[config.mk]
export PLATFORM = sky130hd
export DESIGN_NAME = alu_mc
export DESIGN_NICKNAME = d
export VERILOG_FILES = /design/src/rtl/alu_pkg.sv /design/src/rtl/alu_muldiv_iter.sv /design/src/rtl/alu_mc.sv
export SDC_FILE = /design/constraint.sdc
export NUM_CORES = 1
export LEC_CHECK = 0
export ABC_CLOCK_PERIOD_IN_PS = 6500
export BUFFER_PORTS_ARGS = -buffer_cell sky130_fd_sc_hd__buf_2
export CAP_MARGIN = 20
export CORE_MARGIN = 2
export CORE_UTILIZATION = 55
export DETAILED_ROUTE_END_ITERATION = 10
export GPL_TIMING_DRIVEN = 0
export PLACE_DENSITY_LB_ADDON = 0.3
export SETUP_SLACK_MARGIN = 0.1
export SLEW_MARGIN = 20
export SYNTH_ARGS = -nofsm -noshare
export SYNTH_HDL_FRONTEND = slang
export SYNTH_HIERARCHICAL = 1
export SYNTH_SLANG_ARGS = --single-unit
export TNS_END_PERCENT = 30
[constraint.sdc]
create_clock -name clk -period 6.5 [get_ports clk]
set_input_delay 0.65 -clock clk [delete_from_list [all_inputs] [get_ports clk]]
set_output_delay 0.65 -clock clk [all_outputs]
set_load 0.01 [all_outputs]
[src/rtl/alu_pkg.sv]
// Shared types for the multi-cycle ALU: operation codes and handshake FSM states.
// The optional divider is controlled by the ALU_MC_DIV_EN macro in the users of this package.
package alu_pkg;

  localparam int unsigned ALU_OP_W = 4;

  typedef enum logic [ALU_OP_W-1:0] {
    OP_AND  = 4'b0000,
    OP_OR   = 4'b0001,
    OP_ADD  = 4'b0010,
    OP_XOR  = 4'b0011,
    OP_SUB  = 4'b0110,
    OP_SLT  = 4'b0111,
    OP_SLTU = 4'b1000,
    OP_MUL  = 4'b1001,
    OP_DIVU = 4'b1010,
    OP_REMU = 4'b1011
  } alu_op_e;

  typedef enum logic [1:0] {
    ST_IDLE = 2'b00,
    ST_MUL  = 2'b01,
    ST_DIV  = 2'b10,
    ST_DONE = 2'b11
  } alu_state_e;

endpackage

[src/rtl/alu_muldiv_iter.sv]
// Iterative shift engine shared by the multiplier and the optional restoring divider.
// One bit per cycle, WIDTH iterations after start. Divider compiled in with ALU_MC_DIV_EN.
// Register roles: hi = accumulator / partial remainder, lo = multiplier / dividend->quotient,
// opnd = multiplicand (shifted left) / divisor (fixed).
module alu_muldiv_iter
  import alu_pkg::*;
#(
  parameter int unsigned WIDTH = 32,
  parameter int unsigned CNT_W = $clog2(WIDTH + 1)
) (
  input  logic             clk,
  input  logic             reset,
  input  logic             start,
  input  logic             mode,
  input  logic [WIDTH-1:0] operand_a,
  input  logic [WIDTH-1:0] operand_b,
  output logic             done_c,
`ifdef ALU_MC_DIV_EN
  output logic [WIDTH-1:0] quotient_c,
  output logic [WIDTH-1:0] remainder_c,
`endif
  output logic [WIDTH-1:0] product_c
);

  logic             running;
  logic [CNT_W-1:0] count;
  logic [WIDTH-1:0] hi, lo, opnd;
  logic [WIDTH-1:0] hi_nx, lo_nx, opnd_nx;

`ifdef ALU_MC_DIV_EN
  logic         mode_q;
  logic [WIDTH:0] r_sh;
`else
  logic unused_mode;
  assign unused_mode = mode;
`endif

  // Last iteration is the one performed at the edge where done_c is high.
  assign done_c    = running && (count == CNT_W'(WIDTH - 1));
  assign product_c = hi_nx;
`ifdef ALU_MC_DIV_EN
  assign quotient_c  = lo_nx;
  assign remainder_c = hi_nx;
`endif

  // One iteration step of the selected operation.
  always_comb begin
    hi_nx   = hi;
    lo_nx   = lo;
    opnd_nx = opnd;
`ifdef ALU_MC_DIV_EN
    r_sh    = {hi, lo[WIDTH-1]};
    if (mode_q) begin
      if (r_sh >= {1'b0, opnd}) begin
        hi_nx = WIDTH'(r_sh - {1'b0, opnd});
        lo_nx = {lo[WIDTH-2:0], 1'b1};
      end else begin
        hi_nx = r_sh[WIDTH-1:0];
        lo_nx = {lo[WIDTH-2:0], 1'b0};
      end
    end else
`endif
    begin
      if (lo[0]) hi_nx = hi + opnd;
      opnd_nx = opnd << 1;
      lo_nx   = lo >> 1;
    end
  end

  // Engine registers: load on start, iterate while running.
  always_ff @(posedge clk) begin
    if (reset) begin
      running <= 1'b0;
      count   <= '0;
      hi      <= '0;
      lo      <= '0;
      opnd    <= '0;
`ifdef ALU_MC_DIV_EN
      mode_q  <= 1'b0;
`endif
    end else if (start) begin
      running <= 1'b1;
      count   <= '0;
      hi      <= '0;
`ifdef ALU_MC_DIV_EN
      mode_q  <= mode;
      lo      <= mode ? operand_a : operand_b;
      opnd    <= mode ? operand_b : operand_a;
`else
      lo      <= operand_b;
      opnd    <= operand_a;
`endif
    end else if (running) begin
      hi    <= hi_nx;
      lo    <= lo_nx;
      opnd  <= opnd_nx;
      count <= count + CNT_W'(1);
      if (done_c) running <= 1'b0;
    end
  end

endmodule

[src/rtl/alu_mc.sv]
// Multi-cycle ALU with valid/ready handshakes on operands and result.
// Simple ops complete in one cycle; MUL (and DIVU/REMU when ALU_MC_DIV_EN is defined)
// take WIDTH+1 cycles through the shared iterative engine.
module alu_mc
  import alu_pkg::*;
#(
  parameter int unsigned WIDTH = 32,
  parameter int unsigned CNT_W = $clog2(WIDTH + 1)
) (
  input  logic                clk,
  input  logic                reset,
  input  logic                in_valid,
  output logic                in_ready,
  input  logic [WIDTH-1:0]    operand_a,
  input  logic [WIDTH-1:0]    operand_b,
  input  logic [ALU_OP_W-1:0] alu_control,
  output logic                out_valid,
  input  logic                out_ready,
  output logic [WIDTH-1:0]    result,
  output logic                zero,
  output logic                busy
);

  alu_state_e       state, state_next;
  alu_op_e          op_c;
  logic [WIDTH-1:0] simple_c;
  logic [WIDTH-1:0] load_val_c;
  logic             load_c;
  logic             start_c;
  logic             mode_c;
  logic             done_c;
  logic [WIDTH-1:0] product_c;
`ifdef ALU_MC_DIV_EN
  logic [WIDTH-1:0] quotient_c;
  logic [WIDTH-1:0] remainder_c;
  logic             is_rem_q;
`endif

  assign op_c = alu_op_e'(alu_control);

  alu_muldiv_iter #(
    .WIDTH(WIDTH),
    .CNT_W(CNT_W)
  ) u_iter (
    .clk        (clk),
    .reset      (reset),
    .start      (start_c),
    .mode       (mode_c),
    .operand_a  (operand_a),
    .operand_b  (operand_b),
    .done_c     (done_c),
`ifdef ALU_MC_DIV_EN
    .quotient_c (quotient_c),
    .remainder_c(remainder_c),
`endif
    .product_c  (product_c)
  );

  // Single-cycle operations; unknown codes (and DIVU/REMU without the divider) give 0.
  always_comb begin
    simple_c = '0;
    case (op_c)
      OP_AND:  simple_c = operand_a & operand_b;
      OP_OR:   simple_c = operand_a | operand_b;
      OP_ADD:  simple_c = operand_a + operand_b;
      OP_XOR:  simple_c = operand_a ^ operand_b;
      OP_SUB:  simple_c = operand_a - operand_b;
      OP_SLT:  simple_c = WIDTH'($signed(operand_a) < $signed(operand_b));
      OP_SLTU: simple_c = WIDTH'(operand_a < operand_b);
      default: simple_c = '0;
    endcase
  end

  // Next-state and result-load decode for the handshake FSM.
  always_comb begin
    state_next = state;
    load_c     = 1'b0;
    load_val_c = '0;
    start_c    = 1'b0;
    mode_c     = 1'b0;
    case (state)
      ST_IDLE: begin
        if (in_valid && in_ready) begin
          case (op_c)
            OP_MUL: begin
              start_c    = 1'b1;
              state_next = ST_MUL;
            end
`ifdef ALU_MC_DIV_EN
            OP_DIVU, OP_REMU: begin
              start_c    = 1'b1;
              mode_c     = 1'b1;
              state_next = ST_DIV;
            end
`endif
            default: begin
              load_c     = 1'b1;
              load_val_c = simple_c;
              state_next = ST_DONE;
            end
          endcase
        end
      end
      ST_MUL: begin
        if (done_c) begin
          load_c     = 1'b1;
          load_val_c = product_c;
          state_next = ST_DONE;
        end
      end
`ifdef ALU_MC_DIV_EN
      ST_DIV: begin
        if (done_c) begin
          load_c     = 1'b1;
          load_val_c = is_rem_q ? remainder_c : quotient_c;
          state_next = ST_DONE;
        end
      end
`endif
      ST_DONE: begin
        if (out_ready) state_next = ST_IDLE;
      end
      default: state_next = ST_IDLE;
    endcase
  end

  // State register.
  always_ff @(posedge clk) begin
    if (reset) state <= ST_IDLE;
    else       state <= state_next;
  end

  // Registered handshake flags, result and zero flag.
  always_ff @(posedge clk) begin
    if (reset) begin
      in_ready  <= 1'b0;
      out_valid <= 1'b0;
      busy      <= 1'b0;
      result    <= '0;
      zero      <= 1'b0;
`ifdef ALU_MC_DIV_EN
      is_rem_q  <= 1'b0;
`endif
    end else begin
      in_ready  <= (state_next == ST_IDLE);
      out_valid <= (state_next == ST_DONE);
      busy      <= (state_next != ST_IDLE);
      if (load_c) begin
        result <= load_val_c;
        zero   <= (load_val_c == '0);
      end
`ifdef ALU_MC_DIV_EN
      if (start_c) is_rem_q <= (op_c == OP_REMU);
`endif
    end
  end

endmodule

==> results of run 1 <==
worst max-delay path: cells and delay by family, from the launching register on:
kind                   cells  cell delay (ns)
buffers and inverters      5             2.82
AO/OA/AOI/OAI              5             0.65
multiplexers               1             0.18
flip-flops                 1             0.42
AND/OR/NAND/NOR            4             1.24
power by group:
| part | leakage [nW] | internal [mW] | switching [mW] |
|---|---|---|---|
| sequential | 1.14 | 0.874 | 0.00965 |
| combinational | 5.02 | 0.204 | 0.446 |
| clock | 0.299 | 0.525 | 0.512 |
| total | 6.45 | 1.60 | 0.968 |
how the worst max path moves through the flow:
stage                              start  endpoint  slack (ns)  depth (start not counted)
final                     u_iter/running      zero        1.08                         15
after global routing       u_iter/hi[18]      zero        0.99                         16
after CTS                  u_iter/hi[18]      zero        1.26                         16
after detailed placement   u_iter/hi[18]      zero        1.32                         16
after global placement     u_iter/hi[18]      zero        1.36                         16
after floorplan             u_iter/hi[0]      zero        2.26                         19
layout make-up:
type | count | area, um2 | share of cell area (%)
Antenna cell | 1 | 2.50 | 0.0164
Buffer | 103 | 413 | 2.71
Clock buffer | 17 | 425 | 2.79
Clock inverter | 15 | 186 | 1.22
Inverter | 112 | 420 | 2.76
Multi-Input combinational cell | 1507 | 10000 | 65.7
Sequential cell | 141 | 2820 | 18.5
Tap cell | 324 | 405 | 2.66
Timing Repair Buffer | 108 | 547 | 3.59
state kept, by name (all words and copies together), names as in the netlist:
name / flops
result: 32
in_ready: 1
zero: 1
out_valid: 1
u_iter/running: 1
u_iter/lo: 32
state: 2
u_iter/hi: 32
busy: 1
u_iter/opnd: 32
u_iter/count: 6
per-layer routing:
layer  wire length, um  part of all wire (%)  global-route usage [%]  vias up
met3              6480                    12                    11.7      230
met5                15                 0.027                       0        -
met4              3140                   5.6                    20.4        2
met1             22400                    40                    54.0     7340
met2             24000                    43                    65.1      973
li1                  -                     -                       -     7006
cell usage in the layout (no fill, tap or decap), types with 13 or more instances in the layout:
cell and count:
nor2_1 257, a21oi_1 232, nand2_1 148, dfxtp_1 141
ha_1 131, buf_2 122, inv_1 109, o21ai_0 81
mux2i_1 79, clkbuf_1 66, nand3_1 49, nor3_1 36
nand4_1 26, mux2_2 26, xnor2_1 24, a211oi_1 23
buf_1 20, o211ai_1 20, o21a_1 20, nor2b_1 19
xor2_1 19, a21o_1 18, o31ai_1 17, and2_1 17
clkbuf_16 17, nor4_1 13, a31oi_1 13
per-stage QoR:
step / instances / total power, mW / instance area (um2) / util (%)
after floorplan: 1863 / 1.30 / 13700 / -
after global placement: 2293 / 1.51 / 14600 / 59.9
after detailed placement: 2295 / 1.52 / 14600 / 60.0
after CTS: 2327 / 2.53 / 15200 / 62.5
after global routing: 2327 / 2.65 / 15200 / 62.5
final: 2328 / 2.57 / 15200 / 62.5
==> out/qor.csv, run 1 <==
metric;value;unit
worst_pin_slew;1.14;ns
rows;57;
final_nets;2196;
r2r_end;zero;
holdCritStartpoint;result[26];
drt-total-wl;56.1;mm
dp_slack;1.32;ns
drive_gt1_share;11.5;%
p_leak;6.45;nW
hold-path-cell-count;2;
dieArea;26100;um2
numCtsBuffers;17;
fin_skew;0.0181;ns
clock_latency;0.46;ns
relSlewSlack;23.2;%
area_growth;11.5;%
cp_cell_sequence;clkinv_1 > nor3_1 > and3b_1 > clkbuf_1 > buf_1 > clkbuf_1 > buf_1 > nand2_1 > o21ai_0 > a21oi_1 > a41oi_1 > mux2_2 > a21oi_1 > nand4_1 > o21ai_1;
max_cap_violations;0;
critPathCaptureType;flip-flop;
drv_slew;0;
grt_use_total;42.0;%
crit_slowest_cell;buf_1;
cp.required;6.84;ns
post-dp-hpwl;43.8;mm
syn_area;13700;um2
cts-root-buf;clkbuf_16;
finalWeightedCongestion;1.04;
min_period;5.42;ns
drtPass1Iterations;9;
via_count;15600;
final_antenna_net_count;0;
overflow;0;
max_freq;0.184;GHz
die_h;162;um
finalSetupViolations;0;
cts.path.max_buffers;2;
start_util;56.1;%
viasPerCell;6.68;
start_kind;flip-flop;
port_buffers;106;
min_to;result[26];
die_width;162;um
worst-path-max-fanout;10;
r2r_slack;1.08;ns
peakVddDrop;130;uV
path_clk_slew;0.07;ns
powerDensity;169;nW/um2
hold_violations;0;
critPathKind;flip-flop to flip-flop;
cpPeakStageDelay;0.71;ns
cts.hold.buffers_added;0;
grt_max_degree;19;
ctsResizeCount;0;
wl_per_cell;24.1;um
yosysWarnings;6;
grt_pass1_vias;14600;
cts_sinks;141;
antenna_found_initial;2;
setup_ws;1.08;ns
fin_tns_setup;0;ns
post-route-period-util;83.4;%
worst_hold_slack;0.460;ns
r2r_cells;15;
synth_cells;1863;
drc;0;
synth_nets;2069;
grt_pass1_wl;84.1;mm
dr.first_iter.drc_count;2268;
fillCellCount;2277;
cts_tree;done;
cts_setup_buffers;0;
timing.rr.start;u_iter/running;
rsz0062_at_grt;false;
htreeDepth;4;
hold_path.class;flip-flop to flip-flop;
fp.coreArea;24400;um2
worstPathArrival;5.77;ns
ioPinCount;108;
status;finished, final reports clean;
syn_area_per_cell;7.34;um2
Power figures use the tool's default switching activity.
==> inputs of run 2 (changes only) <==
--- a/config.mk
+++ b/config.mk
@@ -5,7 +5,7 @@
 export SDC_FILE = /design/constraint.sdc
 export NUM_CORES = 1
 export LEC_CHECK = 0
-export ABC_CLOCK_PERIOD_IN_PS = 6500
+export ABC_CLOCK_PERIOD_IN_PS = 5600
 export BUFFER_PORTS_ARGS = -buffer_cell sky130_fd_sc_hd__buf_2
 export CAP_MARGIN = 20
 export CORE_MARGIN = 2
==> constraint.sdc (replaced) <==
create_clock -name clk -period 5.6 [get_ports clk]
set_input_delay 0.56 -clock clk [delete_from_list [all_inputs] [get_ports clk]]
set_output_delay 0.56 -clock clk [all_outputs]
set_load 0.01 [all_outputs]
==> run 2 against run 1 <==
Total power rose by 16%. Register-to-register slack worse by 0.80 ns. Combinational power up 16%. Critical path type unchanged. Fmax up 1.9%. Clock skew is essentially flat. Setup slack got worse by 0.80 ns. Largest cell class unchanged. First-iteration DRC count down 3.7%. Largest power group unchanged. Critical path depth did not move. Cell area barely moved. Via count fell by 0.21%. Sequential share of layout area hardly changed.
==> out/qor.csv, run 2 (synthesized netlist as in run 1, its figures left out) <==
metric;value;unit
status;finished, final reports clean;
crit_buf_inv;5;
rsz0062_at_grt;false;
seqPwrFrac;34.4;%
worstPathArrival;5.66;ns
wl_per_cell;24.2;um
peakVddDrop;152;uV
cp_cell_sequence;clkinv_1 > nor3_1 > and3b_1 > clkbuf_1 > buf_1 > clkbuf_1 > buf_1 > nand2_1 > o21ai_0 > a21oi_1 > a41oi_1 > mux2_2 > a21oi_1 > nand4_1 > o21ai_1;
area_growth;11.5;%
cts_sinks;141;
numCtsBuffers;17;
p_leak;6.45;nW
start_util;56.1;%
hold_path.class;input port to flip-flop;
overflow;0;
critPathCaptureType;flip-flop;
cts_tree;done;
viasPerCell;6.67;
powerDensity;196;nW/um2
p_sw;1.12;mW
dieArea;26100;um2
ioPinCount;108;
fp.coreArea;24400;um2
cts.path.max_buffers;2;
final_common_cell;nor2_1;
dr.first_iter.drc_count;2184;
antenna_found_initial;2;
cp_top_family;buffers and inverters;
met1Wirelength;22.3;mm
final_nets;2196;
max_cap_violations;0;
post-dp-hpwl;43.8;mm
fin_tns_setup;0;ns
via_count;15500;
drive_gt1_share;11.5;%
finalWeightedCongestion;1.04;
port_buffers;106;
die_h;162;um
fin_util;62.5;%
final_antenna_net_count;0;
drtPass1Iterations;9;
clockPowerShare;40.3;%
drc;0;
path_clk_slew;0.07;ns
drv_slew;0;
p_int;1.86;mW
fin_skew;0.0183;ns
drt-total-wl;56.3;mm
relSlewSlack;20.2;%
cp.required;5.94;ns
htreeDepth;4;
crit_slowest_cell;buf_1;
wl_met2;24.0;mm
hold_violations;0;
worst-path-max-fanout;10;
max_freq;0.188;GHz
finalSetupViolations;0;
swShare;37.7;%
ctsResizeCount;0;
grt_pass1_vias;14600;
die_width;162;um
final_cell_mix;nor2_1 (257), a21oi_1 (232), nand2_1 (148);
cpPeakStageDelay;0.68;ns
cts_setup_buffers;0;
grt_use_total;42.0;%
clock_latency;0.46;ns
post-route-period-util;95.1;%
cts.hold.buffers_added;0;
min_period;5.32;ns
cts-root-buf;clkbuf_16;
worst_pin_slew;1.19;ns
pwr-share-comb;25.3;%
rows;57;
critPathKind;flip-flop to flip-flop;
grt_max_degree;19;
top_layer_used;met5;
antenna_cells;0;
dr_wl_met3;6.77;mm
grt_pass1_wl;84.1;mm
start_kind;flip-flop;
## run 2: changes by cell type in the layout (fill, tap and decap cells not counted), sizes merged
cell | before | now
diode | 1 | 0
## run 2: area by class of cell
class                      count  area, um2
timing repair buffer         108        547
multi-input combinational   1507      10000
clock inverter                15        186
tap                          324        405
fill                        2277       9150
clock buffer                  17        425
inverter                     112        420
buffer                       103        413
sequential                   141       2820
## run 2: metrics by stage
step | instances | hold slack, ns | total power, mW | setup slack [ns] | instance area [um2]
3_3_place_gp | 2293 | 0.441 | 1.76 | 0.456 | 14600
3_5_place_dp | 2295 | 0.447 | 1.76 | 0.422 | 14600
5_1_grt | 2327 | 0.394 | 3.07 | 0.195 | 15200
4_1_cts | 2327 | 0.375 | 2.94 | 0.355 | 15200
6_report | 2327 | 0.379 | 2.99 | 0.277 | 15200
2_1_floorplan | 1863 | 0.433 | 1.51 | 1.36 | 13700
## run 2: power groups by stage
stage | clock network (mW) | registers, mW | logic, mW
after floorplan | 0 | 1.05 | 0.461
after global placement | 0 | 1.05 | 0.707
after detailed placement | 0 | 1.05 | 0.713
after CTS | 1.20 | 1.03 | 0.717
after global routing | 1.25 | 1.03 | 0.799
final | 1.20 | 1.03 | 0.756
## run 2: layer usage
| layer | track usage, % | vias to the layer above |
|---|---|---|
| met1 | 54.0 | 7273 |
| met2 | 65.1 | 983 |
| met3 | 11.7 | 250 |
| met5 | 0 | - |
| met4 | 20.4 | 2 |
| li1 | - | 7010 |
## run 2: worst paths after layout
| kind | from | to | slack [ns] | cells past startpoint |
|---|---|---|---|---|
| worst max-delay path | u_iter/running | zero | 0.28 | 15 |
| worst min-delay path | operand_b[9] | u_iter/lo[9] | 0.38 | 3 |
| worst max register to register | u_iter/running | zero | 0.28 | 15 |
| worst min register to register | result[6] | result[6] | 0.46 | 2 |
## run 2: worst reg2reg max path, cell delays in order, from the launching register on
cell and delay, ns:
dfxtp_1 0.42, clkinv_1 0.31, nor3_1 0.43, and3b_1 0.42
clkbuf_1 0.53, buf_1 0.68, clkbuf_1 0.63, buf_1 0.61
nand2_1 0.25, o21ai_0 0.13, a21oi_1 0.10, a41oi_1 0.26
mux2_2 0.17, a21oi_1 0.07, nand4_1 0.14, o21ai_1 0.06
